--- config.mk ---
export PLATFORM = sky130hd
export DESIGN_NAME = sprite_compositor
export DESIGN_NICKNAME = d
export VERILOG_FILES = /design/src/rtl/starsoc_params.sv /design/src/rtl/sprite_hit_cmp.sv /design/src/rtl/sprite_compositor.sv
export SDC_FILE = /design/constraint.sdc
export NUM_CORES = 1
export LEC_CHECK = 0
export CAP_MARGIN = 10
export CORE_ASPECT_RATIO = 1.2
export CORE_MARGIN = 2
export CORE_UTILIZATION = 55
export DETAILED_ROUTE_END_ITERATION = 16
export GPL_TIMING_DRIVEN = 0
export PLACE_DENSITY = 0.72
export SLEW_MARGIN = 30
export SYNTH_ARGS = -nofsm -noshare
export SYNTH_HDL_FRONTEND = slang
export SYNTH_HIERARCHICAL = 1
export SYNTH_SLANG_ARGS = --single-unit
--- constraint.sdc ---
create_clock -name pixel_clk -period 6.9 [get_ports pixel_clk]
set_input_delay 1.035 -clock pixel_clk [delete_from_list [all_inputs] [get_ports pixel_clk]]
set_output_delay 1.035 -clock pixel_clk [all_outputs]
set_load 0.05 [all_outputs]
--- src/rtl/starsoc_params.sv ---
//------------------------------------------------------------------------------
// Module      : starsoc_params (package)
// Description : Shared types and defaults for the sprite compositor: sprite
//               attribute record, commit FSM state encoding and default sizes.
// Revision    : 1.0 - initial release
//------------------------------------------------------------------------------
`default_nettype none

package starsoc_params;

    localparam int c_default_num_sprites = 8;
    localparam int c_default_sprite_size = 16;

    // One sprite slot: visibility flag, top-left corner and solid RGB444 colour.
    typedef struct packed {
        logic        enable;
        logic [9:0]  x;
        logic [9:0]  y;
        logic [11:0] color;
    } sprite_attr_t;

    // Shadow-to-active commit sequencer.
    typedef enum logic [1:0] {
        ST_IDLE    = 2'd0,
        ST_PENDING = 2'd1,
        ST_COPY    = 2'd2
    } commit_state_t;

endpackage

`default_nettype wire

--- src/rtl/sprite_hit_cmp.sv ---
//------------------------------------------------------------------------------
// Module      : sprite_hit_cmp
// Description : Combinational test of whether a pixel lies inside one square
//               sprite.
//   i_enable      slot visible
//   i_x, i_y      sprite top-left corner
//   i_px, i_py    pixel coordinate under test
//   o_hit         pixel covered by this sprite
// Revision    : 1.0 - initial release
//------------------------------------------------------------------------------
`default_nettype none

module sprite_hit_cmp
    import starsoc_params::*;
#(
    parameter int SPRITE_SIZE = c_default_sprite_size
) (
    input  logic       i_enable,
    input  logic [9:0] i_x,
    input  logic [9:0] i_y,
    input  logic [9:0] i_px,
    input  logic [9:0] i_py,
    output logic       o_hit
);

    // 11-bit arithmetic: a sprite near the right/bottom edge has its far edge
    // beyond 1023, so it is clipped instead of wrapping onto column/row 0.
    logic [10:0] w_px;
    logic [10:0] w_py;
    logic [10:0] w_x0;
    logic [10:0] w_y0;
    logic [10:0] w_x1;
    logic [10:0] w_y1;

    assign w_px = {1'b0, i_px};
    assign w_py = {1'b0, i_py};
    assign w_x0 = {1'b0, i_x};
    assign w_y0 = {1'b0, i_y};
    assign w_x1 = w_x0 + 11'(SPRITE_SIZE);
    assign w_y1 = w_y0 + 11'(SPRITE_SIZE);

    assign o_hit = i_enable
                 && (w_px >= w_x0) && (w_px < w_x1)
                 && (w_py >= w_y0) && (w_py < w_y1);

endmodule

`default_nettype wire

--- src/rtl/sprite_compositor.sv ---
//------------------------------------------------------------------------------
// Module      : sprite_compositor
// Description : Overlays up to NUM_SPRITES solid square sprites onto a video
//               stream. The host edits a shadow table; a commit request copies
//               it into the active table during the next vertical sync so the
//               visible frame never tears.
//   pixel_clk / reset_n          pixel clock, async active-low reset
//   vtg_ce                       pixel enable for the render pipeline
//   next_pixel_x/y, next_video_on, hsync, vsync   timing generator inputs
//   spr_wr_*                     shadow-table write port (valid/ready)
//   commit_req / commit_pending  commit request pulse / commit in progress
//   rgb, de_out, hsync_out, vsync_out  pipelined video out (2 enabled cycles)
// Revision    : 1.0 - initial release
//------------------------------------------------------------------------------
`default_nettype none

module sprite_compositor
    import starsoc_params::*;
#(
    parameter int          NUM_SPRITES = c_default_num_sprites,
    parameter int          SPRITE_SIZE = c_default_sprite_size,
    parameter logic [11:0] BG_COLOR    = 12'h000,
    localparam int         IDX_W       = $clog2(NUM_SPRITES)
) (
    input  logic             pixel_clk,
    input  logic             reset_n,
    input  logic             vtg_ce,
    input  logic [9:0]       next_pixel_x,
    input  logic [9:0]       next_pixel_y,
    input  logic             next_video_on,
    input  logic             hsync,
    input  logic             vsync,
    input  logic             spr_wr_valid,
    output logic             spr_wr_ready,
    input  logic [IDX_W-1:0] spr_wr_idx,
    input  logic [9:0]       spr_wr_x,
    input  logic [9:0]       spr_wr_y,
    input  logic [11:0]      spr_wr_color,
    input  logic             spr_wr_enable,
    input  logic             commit_req,
    output logic             commit_pending,
    output logic [11:0]      rgb,
    output logic             de_out,
    output logic             hsync_out,
    output logic             vsync_out
);

    localparam logic [IDX_W-1:0] c_last_idx = IDX_W'(NUM_SPRITES - 1);

    sprite_attr_t     r_shadow [NUM_SPRITES];
    sprite_attr_t     r_active [NUM_SPRITES];
    commit_state_t    r_state;
    commit_state_t    w_state_next;
    logic [IDX_W-1:0] r_copy_idx;
    logic             r_vsync_d;
    logic             r_ready_armed;
    logic             w_wr_accept;
    sprite_attr_t     w_wr_attr;

    // Write port is closed for the reset cycle and whenever a commit is in
    // flight, so the shadow table cannot change underneath the copy.
    assign spr_wr_ready   = r_ready_armed && (r_state == ST_IDLE);
    assign commit_pending = (r_state != ST_IDLE);
    assign w_wr_accept    = spr_wr_valid && spr_wr_ready;

    assign w_wr_attr.enable = spr_wr_enable;
    assign w_wr_attr.x      = spr_wr_x;
    assign w_wr_attr.y      = spr_wr_y;
    assign w_wr_attr.color  = spr_wr_color;

    //--------------------------------------------------------------------------
    // Commit FSM: runs every pixel_clk, independent of vtg_ce
    //--------------------------------------------------------------------------
    always_ff @(posedge pixel_clk or negedge reset_n) begin
        if (!reset_n) begin
            r_state       <= ST_IDLE;
            r_copy_idx    <= '0;
            r_vsync_d     <= 1'b0;
            r_ready_armed <= 1'b0;
        end else begin
            r_state       <= w_state_next;
            r_vsync_d     <= vsync;
            r_ready_armed <= 1'b1;
            if (r_state == ST_COPY) begin
                r_copy_idx <= (r_copy_idx == c_last_idx) ? '0 : r_copy_idx + 1'b1;
            end
        end
    end

    always_comb begin
        w_state_next = r_state;
        case (r_state)
            ST_IDLE: begin
                if (commit_req) begin
                    w_state_next = ST_PENDING;
                end
            end
            ST_PENDING: begin
                if (!r_vsync_d && vsync) begin
                    w_state_next = ST_COPY;
                end
            end
            ST_COPY: begin
                if (r_copy_idx == c_last_idx) begin
                    w_state_next = ST_IDLE;
                end
            end
            default: w_state_next = ST_IDLE;
        endcase
    end

    //--------------------------------------------------------------------------
    // Sprite tables
    //--------------------------------------------------------------------------
    always_ff @(posedge pixel_clk or negedge reset_n) begin
        if (!reset_n) begin
            for (int i = 0; i < NUM_SPRITES; i++) begin
                r_shadow[i] <= '0;
            end
        end else if (w_wr_accept) begin
            r_shadow[spr_wr_idx] <= w_wr_attr;
        end
    end

    always_ff @(posedge pixel_clk or negedge reset_n) begin
        if (!reset_n) begin
            for (int i = 0; i < NUM_SPRITES; i++) begin
                r_active[i] <= '0;
            end
        end else if (r_state == ST_COPY) begin
            r_active[r_copy_idx] <= r_shadow[r_copy_idx];
        end
    end

    //--------------------------------------------------------------------------
    // Render pipeline: stage 1 registers the timing inputs, the hit compare
    // and priority select run on the stage-1 coordinates, stage 2 registers
    // the final pixel alongside the delayed sync/enable flags.
    //--------------------------------------------------------------------------
    logic [9:0]             r_px;
    logic [9:0]             r_py;
    logic                   r_video_on;
    logic                   r_hsync;
    logic                   r_vsync;
    logic [NUM_SPRITES-1:0] w_hit;
    logic [11:0]            w_pix_color;
    logic [11:0]            r_rgb;
    logic                   r_de;
    logic                   r_hsync_out;
    logic                   r_vsync_out;

    always_ff @(posedge pixel_clk or negedge reset_n) begin
        if (!reset_n) begin
            r_px       <= '0;
            r_py       <= '0;
            r_video_on <= 1'b0;
            r_hsync    <= 1'b0;
            r_vsync    <= 1'b0;
        end else if (vtg_ce) begin
            r_px       <= next_pixel_x;
            r_py       <= next_pixel_y;
            r_video_on <= next_video_on;
            r_hsync    <= hsync;
            r_vsync    <= vsync;
        end
    end

    for (genvar g = 0; g < NUM_SPRITES; g++) begin : g_hit
        sprite_hit_cmp #(
            .SPRITE_SIZE (SPRITE_SIZE)
        ) u_hit_cmp (
            .i_enable (r_active[g].enable),
            .i_x      (r_active[g].x),
            .i_y      (r_active[g].y),
            .i_px     (r_px),
            .i_py     (r_py),
            .o_hit    (w_hit[g])
        );
    end

    // Walk from the highest index down so the lowest-index hit wins.
    always_comb begin
        w_pix_color = BG_COLOR;
        for (int i = NUM_SPRITES - 1; i >= 0; i--) begin
            if (w_hit[i]) begin
                w_pix_color = r_active[i].color;
            end
        end
    end

    always_ff @(posedge pixel_clk or negedge reset_n) begin
        if (!reset_n) begin
            r_rgb       <= 12'h000;
            r_de        <= 1'b0;
            r_hsync_out <= 1'b0;
            r_vsync_out <= 1'b0;
        end else if (vtg_ce) begin
            r_rgb       <= r_video_on ? w_pix_color : 12'h000;
            r_de        <= r_video_on;
            r_hsync_out <= r_hsync;
            r_vsync_out <= r_vsync;
        end
    end

    assign rgb       = r_rgb;
    assign de_out    = r_de;
    assign hsync_out = r_hsync_out;
    assign vsync_out = r_vsync_out;

endmodule

`default_nettype wire

==> summary.txt <==
Status
  – Status: complete, no violations

Placed design
  – Post-Place Setup Slack: 2.72 ns
  – Placed cells: 3624
  – Final HPWL DP: ~65000 um
  – I/O Buffers: 80
  – DP Area: 32900 um^2
  – Gpl congestion: 0.931

Yosys
  – YS warnings: 6
  – Number of enable flip-flop cells after synthesis: 0
  – Gate Count Post-Synth: 2810
  – Cell taking the most area after synthesis: dfrtp_1
  – Xor and xnor area share after synthesis: 1.81%
  – Synth Area in Compound Gates: 11.5%
  – Commonest cells post-synth: dfrtp_1, mux2_2, ha_1, nand2_1, o21ai_0
  – Avg Inst Size Synth: 11.0 um^2
  – Synthesized area: 30900 um^2
  – Post-synthesis mux area share: 16.6%
  – Synth area leaders: dfrtp_1, mux2_2, ha_1
  – Ys flop type: dfrtp_1
  – Most common cell in the netlist: dfrtp_1
  – Syn_nets: about 3100
  – Simple-Gate Fraction of Synth Area: 8.62%
  – #FFs+latches synth: 573
  – Adder-cell share of the synthesized area: about 11%
  – Distinct cells, synth: between 60 and 70
  – Largest family of logic cells by synthesized area: multiplexers
  – Synth top area share: 46.3%
  – FFs w/ async S/R, synth: 100%
  – Sequential fraction of the synthesis area: a little under half

Layout
  – Area Overhead vs Synth: 12.2%
  – N_diodes: 0
  – FILL cells: roughly 4400
  – Multi-input gate area: 15300 um^2
  – Finished layout cell area: 34700 um^2
  – Nets: 3294
  – Register area: 14300 um^2
  – Finished Layout Cells: roughly 3700
  – Fraction of layout cells with a size suffix above 1: 17.9%
  – Util after Layout: about 62%

CTS
  – CTS H-tree depth: 2
  – CTS tree: built
  – Worst-skew pair later-pin latency: 0.62 ns
  – CTS resizes: 0
  – Clock root cell: clkbuf_16
  – Max clock buf depth: 3
  – Post-CTS setup buffers: 0
  – Hold-fix buffers, CTS: 0
  – Num CTS Buffers: 57
  – CTS clk-pin slew, worst paths: 0.06 ns
  – CTS Sinks: 573

Hold path
  – Min-Delay Path Class: in2async

Timing
  – Final hold violations: 0
  – Final Cycle Share: 63.2%
  – Slew HR: 27.5%
  – Hold slack: 0.277 ns
  – Clk_skew: 0.0157 ns
  – Setup violations, final: 0
  – Final setup margin: 2.54 ns
  – Max Slew Vio Count: 0
  – Tmin final: 4.36 ns
  – Max Freq: 0.229 GHz
  – Worst-Margin Slew: 1.09 ns
  – Setup TNS: 0 ns
  – Unrepaired setup endpoints after global routing: no

Critical path
  – Reg2reg end: rgb[3]
  – Bufs and invs on worst path: 1
  – Crit. End Element: flop
  – Worst EP required: ~7.5 ns
  – R2r setup slk: 2.54 ns
  – Crit-path cells: ha_1, a21oi_1, o21ai_0, a41oi_1, or4_1, a211oi_2, nor2b_1, clkbuf_1, a22oi_1, o21ai_0, a211o_1
  – Delay-heaviest family, CP: compound AO/OA/AOI/OAI gates
  – Crit-path max cell delay: 0.99 ns
  – Critical path data arrival time: 4.91 ns
  – Worst r2r path cells: 11
  – Setup CP Type: reg2reg
  – FF-to-FF Start: r_px[6]
  – Crit-path most repeated cell: o21ai_0
  – Max stage delay cell, worst path: dfrtp_1
  – Worst-path fanout max: 17
  – Worst Setup Start Kind: flop

Pwr
  – Standby leakage power: ~16 nW
  – Power, Total: 13.0 mW
  – Power per cell area: about 380 nW/um^2
  – VDD IR max: about 0.00021 V

Floorplan
  – Core area: approximately 56000 um^2
  – Die width: 221 um
  – Die H: about 260 um
  – Initial Util: 55.4%
  – Ports: 81
  – Row cnt: 95
  – Die area: 58200 um^2

Route
  – DRT antenna net count: 0
  – DR vias: approximately 23000
  – DRT Pass-1 Iters: 7
  – Post-Route WL: between 80000 and 90000 um
  – Post-route DRC violation count: 0
  – Initial detailed-routing violation count: ~1500
  – DR WL/cell: 23.1 um
  – Vias/cell: 6.12

GRT
  – Vias in the first global route: roughly 24000
  – Total global routing overflow: 0
  – Global-route wire length before repair: 133000 um
  – Total track usage: 30.2%
  – Initial antenna violation count: 2
  – Largest net degree at the start of global routing: 94

Job
  – Max-cap violations: 0
==> registers in the layout (all words and copies together) (netlist names) <==
signal	cells
r_ready_armed	1
rgb	12
hsync_out	1
r_vsync_d	1
r_shadow	264
vsync_out	1
r_hsync	1
r_copy_idx	3
r_state	2
r_py	10
de_out	1
r_video_on	1
r_vsync	1
r_px	10
r_active	264
==> worst max-delay path by stage <==
stage | startpoint | end | slack (ns) | cells past startpoint
final | r_px[6] | rgb[3] | 2.54 | 11
after global placement | reset_n | r_shadow[146] | -19.41 | 1
after global routing | r_px[6] | rgb[3] | 2.39 | 11
after floorplan | r_active[49] | rgb[1] | 3.78 | 14
after CTS | r_px[6] | rgb[10] | 2.69 | 11
after detailed placement | r_px[6] | rgb[10] | 2.72 | 11
==> layout by cell type, fill, tap and decap left out, drive strengths merged, types with 64 or more instances in the layout <==
cell,n
clkbuf,133
buf,64
dfrtp,573
mux2i,110
nand3,77
nor2,79
o21ai,246
mux2,353
xnor2,64
ha,274
a21oi,149
nand2,259
clkdlybuf4s50,79
inv,201
==> per-layer routing <==
layer / vias up / track usage (%) / part of all wire [%] / routed length [um]
li1: 10300 / - / - / -
met4: 0 / 17.1 / 6.5 / 5630
met1: 11500 / 35.6 / 38 / 32500
met2: 755 / 51.6 / 49 / 42500
met3: 275 / 5.46 / 6.5 / 5580
met5: - / 0 / 0 / 0
==> logic make-up after synthesis <==
group | Yosys count
buffers and inverters | 310
AOI/OAI and AO/OA | 576
other | 1
adders and majority gates | 274
muxes | 463
and+or+nand+nor | 549
xor gates and xnor gates | 64
DFF | 573
==> area by class of cell <==
cell class | count | share of cell area (%)
Multi-Input combinational cell | 1927 | 44.2
Sequential cell | 573 | 41.3
Clock buffer | 80 | 4.85
Timing Repair Buffer | 87 | 2.88
Tap cell | 727 | 2.62
Inverter | 201 | 2.17
Buffer | 109 | 1.44
Clock inverter | 20 | 0.526
==> power by group <==
group,switching (mW),internal [mW],leakage (nW)
sequential,0.877,4.53,7.57
combinational,2.47,2.06,7.42
clock,1.34,1.77,0.904
Note: power is estimated with default switching activity, not from simulation.
